## src/rtl/idi_pkg.sv

```systemverilog
// Shared IDI constants and the request bundle carried from client to sink.
package idi_pkg;

    localparam int IDI_ADDR_W = 64;
    localparam int IDI_DATA_W = 32;

    typedef struct packed {
        logic                  is_write;
        logic [IDI_ADDR_W-1:0] addr;
        logic [IDI_DATA_W-1:0] wdata;
    } idi_req_t;

endpackage

```

## src/rtl/idi_sync_fifo.sv

```systemverilog
// Single-clock FIFO: storage, wrapping pointers, registered occupancy.
module idi_sync_fifo #(
    parameter int DEPTH = 4,
    parameter int WIDTH = 8
) (
    input  logic                       clk,
    input  logic                       rst_n,
    input  logic                       push_i,
    input  logic [WIDTH-1:0]           wdata_i,
    input  logic                       pop_i,
    output logic [WIDTH-1:0]           rdata_o,
    output logic                       full_o,
    output logic                       empty_o,
    output logic [$clog2(DEPTH+1)-1:0] level_o
);

    localparam int PTR_W = $clog2(DEPTH);
    localparam int LVL_W = $clog2(DEPTH+1);

    logic [WIDTH-1:0] mem_q [DEPTH];
    logic [PTR_W-1:0] wr_ptr_q, wr_ptr_d;
    logic [PTR_W-1:0] rd_ptr_q, rd_ptr_d;
    logic [LVL_W-1:0] level_q, level_d;
    logic             push, pop;

    assign full_o  = (level_q == LVL_W'(DEPTH));
    assign empty_o = (level_q == '0);
    assign level_o = level_q;
    assign rdata_o = mem_q[rd_ptr_q];

    // Full blocks the push even when a pop happens in the same cycle.
    assign push = push_i && !full_o;
    assign pop  = pop_i && !empty_o;

    always_comb begin
        wr_ptr_d = wr_ptr_q;
        rd_ptr_d = rd_ptr_q;
        level_d  = level_q;
        if (push) wr_ptr_d = wr_ptr_q + PTR_W'(1);
        if (pop)  rd_ptr_d = rd_ptr_q + PTR_W'(1);
        unique case ({push, pop})
            2'b10:   level_d = level_q + LVL_W'(1);
            2'b01:   level_d = level_q - LVL_W'(1);
            default: level_d = level_q;
        endcase
    end

    always_ff @(posedge clk) begin
        if (push) mem_q[wr_ptr_q] <= wdata_i;
    end

    always_ff @(posedge clk or negedge rst_n) begin
        if (!rst_n) begin
            wr_ptr_q <= '0;
            rd_ptr_q <= '0;
            level_q  <= '0;
        end else begin
            wr_ptr_q <= wr_ptr_d;
            rd_ptr_q <= rd_ptr_d;
            level_q  <= level_d;
        end
    end

endmodule

```

## src/rtl/idi_req_queue.sv

```systemverilog
// Client-side request queue feeding the IDI sink, with in-order read responses.
// Define IDI_REQ_QUEUE_STATS_EN to add handshake counters and a level high-water mark.
module idi_req_queue
    import idi_pkg::*;
#(
    parameter int DEPTH  = 4,
    parameter int ADDR_W = IDI_ADDR_W,
    parameter int DATA_W = IDI_DATA_W
) (
    input  logic                       clk,
    input  logic                       rst_n,
    input  logic                       req_valid,
    output logic                       req_ready,
    input  logic                       req_is_write,
    input  logic [ADDR_W-1:0]          req_addr,
    input  logic [DATA_W-1:0]          req_wdata,
    output logic                       idi_valid,
    input  logic                       idi_ready,
    output logic                       idi_is_write,
    output logic [ADDR_W-1:0]          idi_addr,
    output logic [DATA_W-1:0]          idi_wdata,
    input  logic [DATA_W-1:0]          idi_rdata,
    output logic                       rsp_valid,
    output logic [DATA_W-1:0]          rsp_rdata,
    output logic [$clog2(DEPTH+1)-1:0] level
`ifdef IDI_REQ_QUEUE_STATS_EN
   ,output logic [31:0]                stat_wr_cnt,
    output logic [31:0]                stat_rd_cnt,
    output logic [$clog2(DEPTH+1)-1:0] stat_max_level
`endif
);

    localparam int LVL_W = $clog2(DEPTH+1);

    typedef struct packed {
        logic              is_write;
        logic [ADDR_W-1:0] addr;
        logic [DATA_W-1:0] wdata;
    } req_t;

    req_t        in_req, head;
    logic        full, empty;
    logic        idi_hs, rd_hs;
    logic        rd_pend_q;
    logic        rsp_valid_q;
    logic [DATA_W-1:0] rsp_rdata_q;

    assign in_req = '{is_write: req_is_write, addr: req_addr, wdata: req_wdata};

    // Ready is forced low while reset is held, independent of the FIFO state.
    assign req_ready = rst_n && !full;

    idi_sync_fifo #(
        .DEPTH (DEPTH),
        .WIDTH ($bits(req_t))
    ) u_fifo (
        .clk     (clk),
        .rst_n   (rst_n),
        .push_i  (req_valid && req_ready),
        .wdata_i (in_req),
        .pop_i   (idi_ready),
        .rdata_o (head),
        .full_o  (full),
        .empty_o (empty),
        .level_o (level)
    );

    assign idi_valid    = !empty;
    assign idi_is_write = head.is_write;
    assign idi_addr     = head.addr;
    assign idi_wdata    = head.wdata;

    assign idi_hs = idi_valid && idi_ready;
    assign rd_hs  = idi_hs && !head.is_write;

    // Sink returns data one cycle after the handshake; register it one more.
    always_ff @(posedge clk or negedge rst_n) begin
        if (!rst_n) begin
            rd_pend_q   <= 1'b0;
            rsp_valid_q <= 1'b0;
            rsp_rdata_q <= '0;
        end else begin
            rd_pend_q   <= rd_hs;
            rsp_valid_q <= rd_pend_q;
            if (rd_pend_q) rsp_rdata_q <= idi_rdata;
        end
    end

    assign rsp_valid = rsp_valid_q;
    assign rsp_rdata = rsp_rdata_q;

`ifdef IDI_REQ_QUEUE_STATS_EN
    logic [31:0]      wr_cnt_q, rd_cnt_q;
    logic [LVL_W-1:0] max_lvl_q;

    always_ff @(posedge clk or negedge rst_n) begin
        if (!rst_n) begin
            wr_cnt_q  <= '0;
            rd_cnt_q  <= '0;
            max_lvl_q <= '0;
        end else begin
            if (idi_hs && head.is_write) wr_cnt_q <= wr_cnt_q + 32'd1;
            if (rd_hs)                   rd_cnt_q <= rd_cnt_q + 32'd1;
            if (level > max_lvl_q)       max_lvl_q <= level;
        end
    end

    assign stat_wr_cnt    = wr_cnt_q;
    assign stat_rd_cnt    = rd_cnt_q;
    assign stat_max_level = max_lvl_q;
`endif

endmodule

```

## config.mk

```make
export PLATFORM = sky130hd
export DESIGN_NAME = idi_req_queue
export DESIGN_NICKNAME = d
export VERILOG_FILES = /design/src/rtl/idi_pkg.sv /design/src/rtl/idi_sync_fifo.sv /design/src/rtl/idi_req_queue.sv
export SDC_FILE = /design/constraint.sdc
export NUM_CORES = 1
export LEC_CHECK = 0
export BUFFER_PORTS_ARGS = -buffer_cell sky130_fd_sc_hd__clkbuf_2
export CORE_UTILIZATION = 60
export CTS_CLUSTER_SIZE = 10
export DETAILED_ROUTE_END_ITERATION = 6
export GPL_TIMING_DRIVEN = 0
export PLACE_DENSITY_LB_ADDON = 0.3
export SYNTH_ARGS = -nofsm -noshare
export SYNTH_HDL_FRONTEND = slang
export SYNTH_SLANG_ARGS = --single-unit
```

## constraint.sdc

```tcl
create_clock -name clk -period 5.6 [get_ports clk]
set_input_delay 0.56 -clock clk [delete_from_list [all_inputs] [get_ports clk]]
set_output_delay 0.56 -clock clk [all_outputs]
set_load 0.1 [all_outputs]
```

==> results by stage, run 1 <==
Status:
- The flow ran to the end, and the final reports show no timing, DRC or antenna violations.

CTS:
- The clock passes through at most 3 buffers.
- In this run, CTS created clock tree buffers numbering 49.
- The later-pin clock latency in the skew report is 0.53 ns.
- The total clock sinks is 429.
- The deepest level of the CTS H-tree is 2.
- The clock tree from TritonCTS is yes.
- The hold buffer count at cts is 0.
- The total of cells resized after clock tree synthesis is 0.
- The cell sitting at the root of the clock tree is a sky130_fd_sc_hd__clkbuf_16.
- Buffers added to address setup during post-CTS repair amount to 0.
- After clock tree synthesis, the clock-pin slew on the worst setup and hold paths is 0.05 ns.

Synthesis:
- After synthesis the cells add up to 15600 sq um.
- In the synthesized netlist the dominant register cell turns out to be sky130_fd_sc_hd__edfxtp_1.
- The number of instances in the synthesized netlist is 617.
- The total number of yosys warnings is 0.
- The register area share after synthesis is 81.0%.
- The area share of the largest cell type after synthesis is 74.5%.
- The number of distinct standard cells referenced by the synthesized netlist is 25.
- The cell taking the most area after synthesis is sky130_fd_sc_hd__edfxtp_1.
- The net count of the mapped netlist is 756.
- In this run the mean area of a mapped cell was 25.4 sq um.
- The commonest cells after synthesis are 388 x sky130_fd_sc_hd__edfxtp_1, 97 x sky130_fd_sc_hd__mux4_2, 41 x sky130_fd_sc_hd__dfrtp_1.
- Ranked by total cell area, the synthesized netlist is headed by sky130_fd_sc_hd__edfxtp_1 74%, sky130_fd_sc_hd__mux4_2 14%, sky130_fd_sc_hd__dfrtp_1 6.6%.
- The number of synthesized register bits is 429.
- The dominant cell by count in the synthesized netlist is sky130_fd_sc_hd__edfxtp_1.
- The fraction of registers with async set or reset after synthesis is 9.56%.
- The number of synthesized flops with an enable pin is 388.

GRT:
- The global-route wire length before repair is 44.3 mm.
- Entering global routing, the biggest net connects 61 pins.
- The number of antenna violations at the first check in global routing is 1.
- Summed over all layers, the global routing overflow is 0.
- The number of global-route vias before repair is 7783.
- The global-route usage over all layers is 22.5%.

Critical path:
- The maximum fanout count along the critical path is 10.
- The setup path with the least slack is of type flop to primary output.
- Walking the worst path, the cells encountered are buf_2, clkbuf_1, mux4_2, clkbuf_2.
- The signal arrival time at the worst endpoint is 2.57 ns.
- The slowest stage of the critical path is the sky130_fd_sc_hd__clkbuf_1 cell.
- The worst setup path is launched from a flop.
- The required time of the critical path is 5.04 ns.
- The worst setup path is captured at a primary output.
- In this design, the stage delay of the slowest critical-path cell is 0.60 ns.

Die:
- The core area is 25400 sq um.
- The floorplan step defined a die boundary enclosing 26700 sq um.
- The horizontal die dimension is 163 um.
- The height of the die is 163 um.
- 268 I/O pins were placed.
- After floorplanning, the core was divided into 58 placement rows.
- The initial utilization of the core area, before any placement, comes to 61.6%.

STA:
- Clock skew on the completed layout was measured at 0.00998 ns.
- The sum of negative setup slack is 0 ns.
- For the pin with the worst max-slew slack, the measured transition is 1.06 ns.
- Setup repair after global routing left no endpoint under its margin.
- The count of final max-slew check failures was 0.
- Setup violations remaining at the end of the flow were counted as 0.
- The worst path uses 55.9% of the clock period.
- The final count of hold timing violations is 0.
- For this run, the top clock speed supported by timing is 320 MHz.
- The shortest clock period the worst path allows after layout is 3.13 ns.
- The tightest slew margin relative to the limit is 29.1%.

Final layout:
- After the last flow step, the layout net total stands at 1079.
- Relative to the synthesized area, the layout overhead comes to 20.3%.
- The total inserted antenna cells is 0.
- In the final layout, the share of cells above drive strength 1 is 50.1%.

Detailed routing:
- The remaining number of nets flagged by the antenna check after routing is 0.
- The via count normalized by instance count is 5.79.
- Before antenna repair, the detailed router went through 5 iterations.
- In the routed design, unresolved DRC markers number 0.
- In this run, the number of DRC markers left after iteration 0 of detailed routing was 499.
- After detailed routing, the total wire length is 29.6 mm.
- The total vias in the final route is 7412.
- The average detailed-routed wire length per instance is 23.1 um.

Run:
- Across the run, the number of max-cap violations was 0.

Placement:
- Summed over all nets, the half-perimeter wirelength after detailed placement is 18.1 mm.
- The count of buffers from port buffering is 267.
- Routability-driven placement finished with a final weighted congestion of 0.721.

Worst hold path:
- The worst hold path class is input port to async pin.
[path summary, 6_finish.rpt]
path | slack (ns) | to | cells after the start | from
max | 2.47 | idi_addr[42] | 4 | u_fifo.rd_ptr_q[1]$_DFFE_PN0P_
min | 0.22 | rsp_rdata[28]$_DFFE_PN0P_ | 1 | rst_n
max reg2reg | 2.94 | u_fifo.mem_q[3][7]$_DFFE_PP_ | 4 | u_fifo.level_o[0]$_DFFE_PN0P_
min reg2reg | 0.40 | rsp_valid$_DFF_PN0_ | 0 | rd_pend_q$_DFF_PN0_
max in group asynchronous | 4.73 | u_fifo.wr_ptr_q[1]$_DFFE_PN0P_ | 1 | rst_n
min in group clk | 0.24 | u_fifo.mem_q[1][56]$_DFFE_PP_ | 1 | req_addr[24]
[metal layers]
metal  part of all wire (%)  GRT usage (%)
met2                     51           37.5
met1                     39           29.6
met4                    2.2           6.78
met5                  0.044              0
met3                    8.0           5.76
[critical path: cells and delay by family (launching register included)]
family   cells  cell delay, ns
buf+inv      3            1.37
mux          1            0.35
flops        1            0.32
[logic make-up after synthesis]
family	count (synthesis)	share of synthesized area, %
compound gates	3	0.136
xor+xnor	6	0.336
buf+inv	32	1.25
mux	131	16.4
flops	429	81.0
simple gates	10	0.336
fa+ha+maj	6	0.528
[sequential cells by signal, summed over array words and instances (netlist names)]
signal / cells
rd_pend_q: 1
u_fifo.mem_q: 388
rsp_valid: 1
u_fifo.level_o: 3
rsp_rdata: 32
u_fifo.wr_ptr_q: 2
u_fifo.rd_ptr_q: 2
[placed cells by master, fill, tap and decap left out, types with 2 or more instances in the layout]
master / instances
sky130_fd_sc_hd__nor2_1: 2
sky130_fd_sc_hd__clkbuf_1: 16
sky130_fd_sc_hd__mux4_2: 97
sky130_fd_sc_hd__clkbuf_16: 49
sky130_fd_sc_hd__inv_6: 3
sky130_fd_sc_hd__xor2_1: 3
sky130_fd_sc_hd__mux2_1: 2
sky130_fd_sc_hd__buf_6: 2
sky130_fd_sc_hd__edfxtp_1: 388
sky130_fd_sc_hd__buf_12: 2
sky130_fd_sc_hd__nand2_1: 2
sky130_fd_sc_hd__inv_1: 6
sky130_fd_sc_hd__buf_16: 4
sky130_fd_sc_hd__dfrtp_1: 41
sky130_fd_sc_hd__ha_1: 5
sky130_fd_sc_hd__mux2_2: 31
sky130_fd_sc_hd__and2_4: 4
sky130_fd_sc_hd__xnor2_1: 3
sky130_fd_sc_hd__clkbuf_2: 267
sky130_fd_sc_hd__buf_4: 5
sky130_fd_sc_hd__buf_2: 11
[final cells by class]
class / instances / area (sq um)
flip-flops and latches: 429 / 12700
clock buffers: 59 / 1260
well taps: 330 / 413
clock inverters: 3 / 26.3
inverters: 6 / 22.5
plain buffers: 26 / 173
repair buffers: 272 / 1470
multi-input cells: 156 / 2790
fillers: 1432 / 6570
[per-stage QoR]
step	instance area [sq um]	hold WS, ns	utilization [%]	instances	setup WS (ns)
after floorplan	15600	0.264	-	617	1.36
after global placement	17400	0.368	68.5	1214	-0.769
after detailed placement	17500	0.381	69.0	1219	1.90
after CTS	18800	0.225	74.1	1281	2.45
after global routing	18800	0.228	74.1	1281	2.19
final	18800	0.217	74.1	1281	2.47
Power of run 1 is left out: the tool's default activity adds up to more than one toggle a clock period on the data nets, which glitch-free logic cannot reach.
==> inputs of run 2 (changes only) <==
--- a/config.mk
+++ b/config.mk
@@ -6,7 +6,7 @@
 export NUM_CORES = 1
 export LEC_CHECK = 0
 export BUFFER_PORTS_ARGS = -buffer_cell sky130_fd_sc_hd__clkbuf_2
-export CORE_UTILIZATION = 60
+export CORE_UTILIZATION = 50
 export CTS_CLUSTER_SIZE = 10
 export DETAILED_ROUTE_END_ITERATION = 6
 export GPL_TIMING_DRIVEN = 0
==> constraint.sdc (replaced) <==
create_clock -name clk -period 2.8 [get_ports clk]
set_input_delay 0.28 -clock clk [delete_from_list [all_inputs] [get_ports clk]]
set_output_delay 0.28 -clock clk [all_outputs]
set_load 0.1 [all_outputs]
==> run 2 against run 1 <==
Effect of this change: sequential share of layout area decreased by 5.0 points; first-iteration DRC count up 4.0%; critical path type unchanged; setup slack worse by 2.3 ns; clock-buffer cell count is the same; worst hold slack worse by 0.043 ns; critical endpoint is now idi_addr[32]; die area increased by 20%; via count increased by 6.4%; utilization down 7.8 points; final area up 8.0%; global-route usage decreased by 2.2 points; critical path depth up 1; register-to-register slack lost 2.7 ns.
==> results by stage, run 2 (synthesized netlist as in run 1, its figures left out) <==
Critical path:
- The critical path is of the flop to primary output type.
- The delay of the slowest cell on the worst path came to 0.35 ns (-0.25 ns).
- The largest individual stage delay along the critical path comes from the cell sky130_fd_sc_hd__mux4_2.
- The required time of the critical path is 2.52 ns (-2.52 ns).
- STA classifies the critical path endpoint as a primary output.
- Walking the worst path, the cells encountered are buf_2, clkbuf_4, clkbuf_4, mux4_2, clkbuf_4.
- The maximum fanout count along the critical path is 10 (unchanged).
- The most numerous cell type found on the critical path is sky130_fd_sc_hd__clkbuf_4.
- STA classifies the critical path startpoint as a flop.
- The signal arrival time at the worst endpoint is 2.39 ns (-0.18 ns).
- The register-to-register setup slack is 0.28 ns (-2.66 ns).

Final layout:
- Leaving out fill and tap cells, the most frequent cells in the layout are 388 x sky130_fd_sc_hd__edfxtp_1, 242 x sky130_fd_sc_hd__clkbuf_2, 130 x sky130_fd_sc_hd__dlygate4sd3_1.
- The layout cell share with drive strength beyond 1 is 44.7% (-5.4 points).
- The area growth from synthesis to layout is 30.0%.
- The number of flip-flops in the largest register was 388 (unchanged).
- Leaving out fill and tap cells, the most frequent cell in the layout is sky130_fd_sc_hd__edfxtp_1.
- The total inserted antenna cells came to 0 (unchanged).
- The number of nets in the layout is 1210 (+12%).
- The largest register by flop count is u_fifo.mem_q.
- The filler cell count was 1972 (+38%).
- The number of standard cells in the final layout excluding fillers came to 1477 (+15%).

CTS:
- The number of buffers between clock root and the deepest sink is 3 (unchanged).
- The deepest level of the CTS H-tree is 2 (unchanged).
- The clock transition time at the flip-flop clock pins of the worst setup and hold paths is 0.05 ns (about the same).
- The number of buffers created by CTS is 49 (unchanged).
- The total clock sinks is 429 (unchanged).
- The cell chosen for the clock root is sky130_fd_sc_hd__clkbuf_16.
- TritonCTS built the clock tree.
- The later-pin clock latency in the skew report is 0.54 ns (about the same).

Placement:
- The total placed cells including tap cells is 1285 (+5.4%).
- The count of buffers from port buffering came to 267 (unchanged).
- The half-perimeter wire length of the detailed placement result is 18.6 mm (+2.4%).
- The routability congestion estimate is 0.698 (-3.3%).

GRT:
- The number of global-route vias before repair is 8417 (+8.1%).
- The global-route wire length before repair was 47.8 mm (+7.9%).
- The number of antenna violations at the first check in global routing is 1 (unchanged).
- The leftover overflow at the end of global routing came to 0 (unchanged).
- The global-route usage over all layers is 20.3% (-2.2 points).
- The maximum number of pins on one net before global-route repair is 55 (-9.8%).

Die:
- The horizontal die dimension is 179 um (+9.4%).
- The effective utilization at floorplan is 51.0% (-11 points).
- The core area was 30700 sq um (+21%).
- The number of top-level design ports is 268 (unchanged).
- The floorplan row count is 64 (+10%).
- The height of the die came to 179 um (+9.4%).
- The total die area is 32000 sq um (+20%).

STA:
- Setup repair after global routing left no endpoint under its margin.
- The final count of hold timing violations came to 0 (unchanged).
- The count of final max-slew check failures came to 0 (unchanged).
- The tightest slew margin relative to the limit was 48.2% (+19 points).
- The final setup skew is 0.0217 ns (+0.0117 ns).
- The measured slew at the worst slew-check pin was 0.777 ns (-0.286 ns).
- The shortest clock period the worst path allows after layout is 2.67 ns.
- The share of the clock period used by the worst path after layout is 95.4%.
- The number of setup violations in the final report came to 0 (unchanged).
- Derived from the worst setup path, the maximum achievable clock frequency is 375 MHz.

Detailed routing:
- The remaining number of nets flagged by the antenna check after routing is 0 (unchanged).
- The average detailed-routed wire length per instance came to 22.0 um (-5.0%).
- The first-pass iteration count of the detailed router is 5 (unchanged).
- The post-route DRC violation count is 0 (unchanged).
- The DRC marker count from the first detailed-route iteration is 519 (+4.0%).
- The via count normalized by instance count is 5.34 (-7.7%).
- The sum of routed wire length over all layers is 32.4 mm (+9.5%).
- The total vias in the final route was 7888 (+6.4%).

Run:
- The number of violations of the max-capacitance limit came to 0 (unchanged).

Worst hold path:
- The worst hold path class is input port to flop.

Status:
- The run finished with clean final reports.
==> run 2: changes by cell type in the layout (fill, tap and decap cells not counted), sizes merged <==
cell	before	now
clkbuf	332	327
inv	9	6
buf	25	31
dlygate4sd3	0	130
clkinvlp	0	1
clkinv	0	1
==> run 2: path summary, 6_finish.rpt <==
path / start / endpoint / cells after the start
min in group asynchronous: rst_n / rsp_rdata[20]$_DFFE_PN0P_ / 3
worst max register to register: u_fifo.level_o[0]$_DFFE_PN0P_ / u_fifo.mem_q[1][89]$_DFFE_PP_ / 4
worst max-delay path: u_fifo.rd_ptr_q[1]$_DFFE_PN0P_ / idi_addr[32] / 5
worst min register to register: rd_pend_q$_DFF_PN0_ / rsp_valid$_DFF_PN0_ / 0
worst min-delay path: idi_ready / u_fifo.rd_ptr_q[0]$_DFFE_PN0P_ / 3
max in group asynchronous: rst_n / rsp_rdata[10]$_DFFE_PN0P_ / 3
==> run 2: stage by stage <==
stage	setup TNS (ns)	setup WS [ns]	hold slack, ns	cell area [sq um]	util [%]
floorplan	-152.99	-0.394	-0.0156	15700	-
global placement	-603.41	-1.58	0.367	17500	57.0
detailed placement	-132.20	-0.560	0.366	17600	57.5
global route	0	0.0536	0.173	20300	66.3
CTS	-0.00396	-0.00329	0.143	20300	66.3
finish	0	0.130	0.174	20300	66.3
==> run 2: final cells by class <==
class,count,area (sq um),area share [%]
Timing Repair Buffer,403,2850,14.0
Tap cell,396,495,2.44
Clock inverter,2,23.8,0.117
Sequential cell,429,12700,62.3
Clock buffer,59,1290,6.37
Multi-Input combinational cell,156,2790,13.7
Buffer,26,189,0.929
Inverter,6,22.5,0.111
==> run 2: routing by layer <==
layer	vias to the layer above	share of wire [%]	global-route usage, %
met5	-	0.040	0
met4	2	1.8	4.94
met3	52	7.9	5.56
met2	276	51	35.5
met1	4057	39	25.1
li1	3501	-	-
==> run 2: timing repair <==
item                                    CTS  global route
pin swaps                                 0             0
hold buffers                            131             0
gates resized for setup                  30             9
buffers inserted                          0             0
endpoints found under the setup margin   79            17
endpoints found under the hold margin   461             0
==> run 2: critical path, delay by kind of cell, from the launching register on <==
kind	cells	cell delay, ns
buffers and inverters	4	1.20
DFF	1	0.31
muxes	1	0.35
Power of run 2 is left out for the same reason.
